===== src/rtl/serial_adder_pkg.sv =====
// serial_adder_pkg: shared FSM states, default width and counter-width helper
package serial_adder_pkg;
  typedef enum logic [1:0] {IDLE, RUN, DONE} state_t;
  localparam int DEFAULT_WIDTH = 8;
  localparam int DEFAULT_CNT_W = $clog2(DEFAULT_WIDTH);
  function automatic int cnt_w(input int w);
    return $clog2(w);
  endfunction
endpackage


===== src/rtl/fa_bit_cell.sv =====
// fa_bit_cell: combinational one-bit full adder
module fa_bit_cell (
  input  logic a,
  input  logic b,
  input  logic cin,
  output logic sum,
  output logic cout
);
  assign sum  = a ^ b ^ cin;
  assign cout = (a & b) | (cin & (a ^ b));
endmodule


===== src/rtl/serial_adder.sv =====
// serial_adder: bit-serial adder, one full-adder cell over WIDTH cycles; SERIAL_ADDER_SUB_EN adds a subtract mode
module serial_adder
  import serial_adder_pkg::*;
#(
  parameter int WIDTH = DEFAULT_WIDTH
) (
  input  logic             clk,
  input  logic             rst,
  input  logic             in_valid,
  output logic             in_ready,
  input  logic [WIDTH-1:0] a,
  input  logic [WIDTH-1:0] b,
  input  logic             cin,
`ifdef SERIAL_ADDER_SUB_EN
  input  logic             sub,
`endif
  output logic             out_valid,
  input  logic             out_ready,
  output logic [WIDTH-1:0] sum,
  output logic             cout,
  output logic             busy
);
  localparam int CW = cnt_w(WIDTH);
  state_t state, nxt;
  logic [WIDTH-1:0] a_sh, b_sh, sum_reg, b_ld;
  logic [CW-1:0] cnt;
  logic carry, carry_ld, fa_sum, fa_cout, accept, last;
  assign in_ready  = (state == IDLE) && !rst;
  assign accept    = in_valid && in_ready;
  assign last      = cnt == CW'(WIDTH - 1);
  assign out_valid = state == DONE;
  assign busy      = state != IDLE;
  assign sum       = out_valid ? sum_reg : '0;
  assign cout      = out_valid ? carry : 1'b0;
`ifdef SERIAL_ADDER_SUB_EN
  assign b_ld     = sub ? ~b : b;
  assign carry_ld = sub | cin;
`else
  assign b_ld     = b;
  assign carry_ld = cin;
`endif
  fa_bit_cell u_fa (
    .a   (a_sh[0]),
    .b   (b_sh[0]),
    .cin (carry),
    .sum (fa_sum),
    .cout(fa_cout)
  );
  // next-state: accept in IDLE, finish after WIDTH RUN edges, release on consumer ready
  always_comb begin
    nxt = state;
    case (state)
      IDLE:    nxt = accept ? RUN : IDLE;
      RUN:     nxt = last ? DONE : RUN;
      DONE:    nxt = out_ready ? IDLE : DONE;
      default: nxt = IDLE;
    endcase
  end
  // state register plus operand capture and LSB-first shift through the cell
  always_ff @(posedge clk) begin
    if (rst) begin
      state   <= IDLE;
      a_sh    <= '0;
      b_sh    <= '0;
      sum_reg <= '0;
      carry   <= 1'b0;
      cnt     <= '0;
    end else begin
      state <= nxt;
      if (accept) begin
        a_sh  <= a;
        b_sh  <= b_ld;
        carry <= carry_ld;
        cnt   <= '0;
      end else if (state == RUN) begin
        a_sh    <= a_sh >> 1;
        b_sh    <= b_sh >> 1;
        sum_reg <= {fa_sum, sum_reg[WIDTH-1:1]};
        carry   <= fa_cout;
        cnt     <= cnt + 1'b1;
      end
    end
  end
endmodule


===== config.mk =====
export PLATFORM = sky130hd
export DESIGN_NAME = serial_adder
export DESIGN_NICKNAME = d
export VERILOG_FILES = /design/src/rtl/serial_adder_pkg.sv /design/src/rtl/fa_bit_cell.sv /design/src/rtl/serial_adder.sv
export SDC_FILE = /design/constraint.sdc
export NUM_CORES = 1
export LEC_CHECK = 0
export ABC_AREA = 1
export CAP_MARGIN = 30
export CORE_ASPECT_RATIO = 0.9
export CORE_MARGIN = 2
export CORE_UTILIZATION = 50
export DETAILED_ROUTE_END_ITERATION = 10
export PLACE_DENSITY = 0.77
export SLEW_MARGIN = 20
export SYNTH_ARGS = -nofsm -noshare
export SYNTH_HDL_FRONTEND = slang
export SYNTH_SLANG_ARGS = --single-unit

===== constraint.sdc =====
create_clock -name clk -period 1.4 [get_ports clk]
set_input_delay 0.14 -clock clk [delete_from_list [all_inputs] [get_ports clk]]
set_output_delay 0.14 -clock clk [all_outputs]
set_load 0.03 [all_outputs]

# After elaboration in Yosys (flattened, before gate mapping)
# Index checks and enable logic that the tools add are counted.
# classes
n_reduce_logical	8
mux	12
add_sub_neg	1
bitwise_logic	6
eq_ne	3
# op_table
cell	count
$mux W8	5
$pmux W2 S3	1
$mux W1	4
$mux W2	2
$reduce_bool A2 Y1	2
$add A3 B1 Y3 const B	1
$eq A3 B3 Y1 const B	1
$and A1 B1 Y1	2
$eq A2 B1 Y1 const B	1
$eq A2 B2 Y1 const B	1
$logic_and A1 B1 Y1	2
$logic_not A2 Y1	1
$reduce_and A2 Y1	1
$reduce_or A2 Y1	1
$xor A1 B1 Y1	2
$logic_not A1 Y1	1
$not A1 Y1	1
$or A1 B1 Y1	1
# totals
elab_cells	36
out_inout_bits	12
regBits	30
in_bits	21

# Logic depth before layout (Yosys ltp)
# Gate-level depths: netlist of the first run.
# logic_depth
word_depth	5
ltp_mapped	8
ltp_nobuf	7

# Hierarchy
# Synthesis of the first run repeated with hierarchy kept, for this count alone.
# unflattened
cells_unflattened	223
hier_area_um2	1607.8
# modules_own_cells
module	seq_area_each_um2	area_each_um2	instances	cells_per_inst
serial_adder	600.6	1587.8	1	222
fa_bit_cell	0.0	20.0	1	1

# Worst setup path before layout of the first run
# No wires, ideal clock.
# synth_timing
path_type	register to output
startpoint	register state[1]
endpoint	output in_ready
stages_incl_launch_ff	5
arrival_ns	1.388
setup_slack_ns	-0.128
required_ns	1.260
n_path_buf	1
path_cell_list	dfxtp_1 -> nor2_4 -> buf_2 -> inv_1 -> nor2_1
# synth_via
elab_chain_len	2
# synth_rtl
item	line	rtl
start: declaration	serial_adder.sv:24	state_t state, nxt;
start signal: assignment	serial_adder.sv:69	state <= nxt;
$logic_not A2 Y1	serial_adder.sv:28	assign in_ready = (state == IDLE) && !rst;
$logic_and A1 B1 Y1	serial_adder.sv:28	
end: declaration	serial_adder.sv:10	output logic in_ready,
# Every way passes these cells.

# Worst setup path after layout of the first run
# layout_timing
startpoint	register state[1]
endpoint	output sum[6]
# layout_via
elab_chain_len	2
# layout_rtl
item	line	rtl
$eq A2 B2 Y1	serial_adder.sv:31	assign out_valid = state == DONE;
$mux W8	serial_adder.sv:33	assign sum = out_valid ? sum_reg : '0;
end: declaration	serial_adder.sv:19	output logic [WIDTH-1:0] sum,
# Every way passes these cells.

==> results of run 1 <==
-- synthesized netlist by cell type, drive strengths merged --
cell	count
clkbuf	4
or2	2
a21oi	27
buf	13
xnor2	1
nand4	17
inv	31
fa	1
nand2	54
nor2	13
ha	2
o21ai	8
nand3	20
dfxtp	30
-- per-layer routing --
metal | GRT usage | part of all wire | vias to the layer above
li1 | - | - | 779
met3 | 0.0481 | 0.054 | 8
met2 | 0.323 | 0.43 | 49
met5 | 0 | 0 | -
met4 | 0.114 | 0.026 | 0
met1 | 0.252 | 0.49 | 652
-- layout by cell type, fill, tap and decap left out, types with 2 or more instances in the layout --
cell type	instances
nor2_4	2
ha_1	2
clkdlybuf4s50_1	20
buf_12	2
inv_1	29
dfxtp_1	29
buf_4	16
nand2_1	53
a21oi_1	27
nand4_1	17
inv_2	2
nor2_1	10
o21ai_0	7
clkbuf_4	5
nand3_1	19
-- repair_timing --
item | 4_1_cts | 5_1_grt
endpoints found under the setup margin | 11 | 13
pin swaps | 0 | 0
resized for setup | 5 | 3
-- critical path, cell delays in order, from the launching register on --
cell and delay (ns):
dfxtp_2 0.36, buf_4 0.14, nand2_4 0.09, nor2_1 0.11
buf_4 0.17
-- final cells by class --
class / count / area share
clock inverters: 1 / 0.00257
inverters: 31 / 0.0598
flip-flops and latches: 30 / 0.310
repair buffers: 40 / 0.194
clock buffers: 7 / 0.0283
well taps: 42 / 0.0270
multi-input cells: 145 / 0.379
-- power by group through the flow --
| stage | registers, W | logic, W | clock network, W |
|---|---|---|---|
| floorplan | 0.000955 | 0.000217 | 0 |
| global placement | 0.000961 | 0.000325 | 0 |
| detailed placement | 0.000963 | 0.000329 | 0 |
| CTS | 0.000943 | 0.000330 | 0.000554 |
| global route | 0.000950 | 0.000371 | 0.000584 |
| finish | 0.000943 | 0.000330 | 0.000542 |
-- per-stage QoR --
step	setup TNS, ns	util	cell area (um2)	instances	hold WS [ns]
2_1_floorplan	0	-	1540	223	0.312
3_3_place_gp	0	0.627	1880	288	0.459
3_5_place_dp	0	0.627	1880	288	0.454
4_1_cts	0	0.650	1950	296	0.366
5_1_grt	-0.0605	0.649	1940	296	0.394
6_report	0	0.649	1940	296	0.372
-- final timing paths --
kind                            slack (ns)               startpoint                      end  cells past startpoint
worst max-delay path                  0.05      state[1]$_SDFF_PP0_                   sum[6]                      4
worst min-delay path                  0.37                     b[7]     b_sh[7]$_SDFFE_PP0P_                      3
worst max register to register        0.06      state[1]$_SDFF_PP0_      state[0]$_SDFF_PP0_                      5
worst min register to register        0.47  sum_reg[1]$_SDFFE_PP0P_  sum_reg[0]$_SDFFE_PP0P_                      2
-- kinds of logic after synthesis --
group,share of synthesized area
XOR/XNOR,0.00572
adder cells (fa/ha/maj),0.0294
flip-flops,0.392
AND/OR/NAND/NOR,0.325
AO/OA/AOI/OAI,0.114
buffers and inverters,0.134
==> flow_summary.ini, run 1 <==
[outcome]
status = completed

[global_route]
grt_pass1_vias = 1279
antenna_found_initial = 0
grt_max_degree = 37
grt_overflow_total = 0
grt_first_pass_wirelength_mm = 5.52
grt.total_usage = 0.202

[timing]
final-hold-violation-count = 0
rsz0062_at_grt = true
post-route-period-util = 0.964
fin_skew_ns = 0.00687
relSlewSlack = 0.754
fmax_ghz = 0.741
slew_violations = 0
worst_slew_pin_slew_ns = 0.369
setup_viol = 0
period_minus_slack_ns = 1.35
setup_ws_ns = 0.0498

[final_layout]
fillers = 283
nNetsFinal = 277
antennaDiodeCount = 0
drive_above_1_share = 0.142
regArea_um2 = 602
multiInputGateArea_um2 = 737
area_growth_pct = 26.9

[die]
fp-row-count = 19
fp.dieW_um = 62.4
initial_core_util = 0.512
pin_count = 33
core_mm2 = 0.00300
die_y_um = 56.5
die-area_mm2 = 0.00352

[clock_network]
htree_levels = 2
clock-root-buffer = clkbuf_4
hold_buffers = 0
numCtsBuffers = 5
clock-sinks = 30
clock_path_buffers = 2
clkLatencyLatePin_ns = 0.34
cts_setup_buffers = 0
cts_tree = yes
clkTransAtPathRegs_ns = 0.09

[drt]
vias_per_cell = 5.03
drtIter0Drc = 49
wire_per_inst_um = 11.1
route.detailed.drc = 0
vias = 1488
finalWirelength_mm = 3.27
antenna_left = 0
drtPass1Iterations = 4

[setup_path]
worstPathRequired_ns = 1.26
critical_path_class = register to output port
cp-end-kind = output port
cp-start-kind = register
critPathMaxFanout = 11
crit_arrival_ns = 1.21

[placed_design]
gp_congestion = 0.795
hpwl_mm = 2.11
port_buffers = 32
dpl_worst_slack_ns = 0.0782

[job]
maxCapViolCount = 0

[pwr]
p_switching_w = 0.000514
p_seq_frac = 0.520
power.total_w = 0.00182
ir_drop_uv = 630
p_sw_frac = 0.283
clockPowerShare = 0.298
p_int_w = 0.00130
p_leak_nw = 0.902
power_density_mw_per_mm2 = 934
combPwrFrac = 0.182

[logic_synthesis]
ys_seq_area_frac = 0.392
syn_avg_cell_area_um2 = 6.87
syn_nets = 247
synthTopCellsByArea = dfxtp_1, nand2_1, a21oi_1
yosysTopAreaCell = dfxtp_1
syn_inst = 223
synth.distinct_cells = 21
netlist_area_mm2 = 0.00153
yosysWarnings = 0
ys_ff_latch = 30
synth_top_area_frac = 0.392

[min_path]
hold_path_class = primary input to register
No activity file was read; power rests on OpenSTA's default activity.
==> inputs of run 2 (changes only) <==
- TNS_END_PERCENT: default -> 100
==> results of run 2 <==
No change in the layout: final DEF, timing and power equal those of run 1.
==> inputs of run 3 (changes only) <==
- PLACE_DENSITY: 0.77 -> 0.76
- SYNTH_HIERARCHICAL: default -> 1
==> run 3 against run 2 <==
  * Hold slack improved by 0.037 ns
  * Non-clock buffer count rose by 3
  * Clock skew rose by 0.0063 ns
  * Via count fell by 0.81%
  * Critical path type unchanged
==> flow_summary.ini, run 3 <==
[logic_synthesis]
yosysTopAreaCell = dfxtp_1
synth_top_area_frac = 0.374
ys_seq_area_frac = 0.374
syn_nets = 247
synthTopCellsByCount = nand2_1, dfxtp_1, inv_1, a21oi_1, nand3_1
synth.distinct_cells = 23
synth_ff_type = dfxtp_1
synth_edf_count = 0
syn_avg_cell_area_um2 = 7.21
netlist_area_mm2 = 0.00161
synthTopCellsByArea = dfxtp_1, nand2_1, a21oi_1
synth.most_common_cell = nand2_1
synthArstFlopShare = 0
syn_inst = 223
ys_ff_latch = 30
yosysWarnings = 6

[die]
die-area_mm2 = 0.00369
core_mm2 = 0.00307
pin_count = 33
fp.dieW_um = 63.8
fp-row-count = 19
initial_core_util = 0.524
die_y_um = 57.8

[timing]
tns_ns = 0
post-route-period-util = 0.960
relSlewSlack = 0.799
hold_slack_ns = 0.408
final-hold-violation-count = 0
period_minus_slack_ns = 1.34
slew_violations = 0
fin_skew_ns = 0.0132
worst_slew_pin_slew_ns = 0.302
setup_viol = 0
fmax_ghz = 0.744
rsz0062_at_grt = false

[clock_network]
hold_buffers = 0
htree_levels = 2
clock-root-buffer = clkbuf_4
clock_path_buffers = 2
clkLatencyLatePin_ns = 0.32
numCtsBuffers = 5
clock-sinks = 30
cts_tree = yes
cts_resized = 3
cts_setup_buffers = 0
clkTransAtPathRegs_ns = 0.09

[drt]
route.detailed.drc = 0
vias = 1476
finalWirelength_mm = 3.18
antenna_left = 0
drtIter0Drc = 93
vias_per_cell = 4.94
wire_per_inst_um = 10.6
drtPass1Iterations = 4

[min_path]
hp-start = b[7]
hold_path_class = primary input to register
holdPathStages = 3

[setup_path]
path_depth = 3
worstPathRequired_ns = 1.26
critical_path_class = register to output port
critPathMaxFanout = 2
cp-start-kind = register
r2r_start = state[0]$_SDFF_PP0_
crit_arrival_ns = 1.20
cp_cell_sequence = nor2_4, inv_1, clkdlybuf4s15_1
cp-end-kind = output port
critPathMaxStageDelay_ns = 0.40
cp_top_family = buffers and inverters
r2r_cells = 7
crit_buf_inv = 2
critical-path-slowest-cell = dfxtp_1
startpoint = state[0]$_SDFF_PP0_

[global_route]
grt_first_pass_wirelength_mm = 5.43
grt_pass1_vias = 1314
antenna_found_initial = 0
grt_overflow_total = 0
grt.total_usage = 0.186
grt_max_degree = 37

[final_layout]
nNetsFinal = 280
area_growth_pct = 22.4
mostFrequentLayoutCell = nand2_1
final_cell_mix = nand2_1, inv_1, dfxtp_1, a21oi_1
drive_above_1_share = 0.148
antennaDiodeCount = 0
fillers = 283

[placed_design]
port_buffers = 32
hpwl_mm = 2.17
gp_congestion = 0.768

[pwr]
power_density_mw_per_mm2 = 912
p_leak_nw = 0.916
ir_drop_uv = 567

[outcome]
status = completed

[job]
maxCapViolCount = 0
run 3: final timing paths:
check / to / slack, ns
min reg2reg: sum_reg[4]$_SDFFE_PP0P_ / 0.47
min: b_sh[7]$_SDFFE_PP0P_ / 0.41
max: busy / 0.06
max reg2reg: b_sh[6]$_SDFFE_PP0P_ / 0.13
run 3: layout make-up:
class                      instances  area (um2)  area share
multi-input combinational        145         737       0.374
sequential                        30         602       0.306
timing repair buffer              43         400       0.203
inverter                          31         116      0.0591
clock buffer                       7        55.1      0.0280
tap                               42        52.6      0.0267
clock inverter                     1        5.00     0.00254
run 3: worst reg2reg max path, stage by stage (launching register included):
cell and delay, ns:
dfxtp_1 0.35, nor2_4 0.10, buf_4 0.24, nand3_4 0.10, buf_12 0.18, nand2_1 0.07, nand2_1 0.05, a21oi_1 0.12
run 3: logic make-up (layout without fill, tap and decap cells):
kind of cell,after synthesis,after routing,share of synthesized area
buffers and inverters,48,82,0.174
AOI/OAI and AO/OA,35,35,0.109
xor gates and xnor gates,1,1,0.00545
and+or+nand+nor,106,106,0.310
DFF,30,30,0.374
adders and majority gates,3,3,0.0280
run 3: routing by layer:
metal,share of wire,GRT usage,wire length (um),vias up
met1,0.48,0.233,1520,653
li1,-,-,-,784
met3,0.056,0.0466,178,2
met2,0.46,0.314,1460,37
met5,0,0,0,-
met4,0.0060,0.0652,19,0
run 3: power by group:
part | total (W) | internal (W) | switching (W)
combinational | 0.000336 | 0.000153 | 0.000182
clock | 0.000516 | 0.000243 | 0.000273
sequential | 0.000942 | 0.000911 | 0.0000312
run 3: stage by stage:
step	cell area [um2]	total power, W	util	worst slack, ns	std cells
after floorplan	1610	0.00120	-	0.0361	223
after global placement	1900	0.00129	0.619	0.0663	291
after detailed placement	1900	0.00130	0.619	0.0460	291
after CTS	1960	0.00181	0.640	0.0131	299
after global routing	1970	0.00189	0.642	0.000397	299
final	1970	0.00179	0.642	0.0565	299
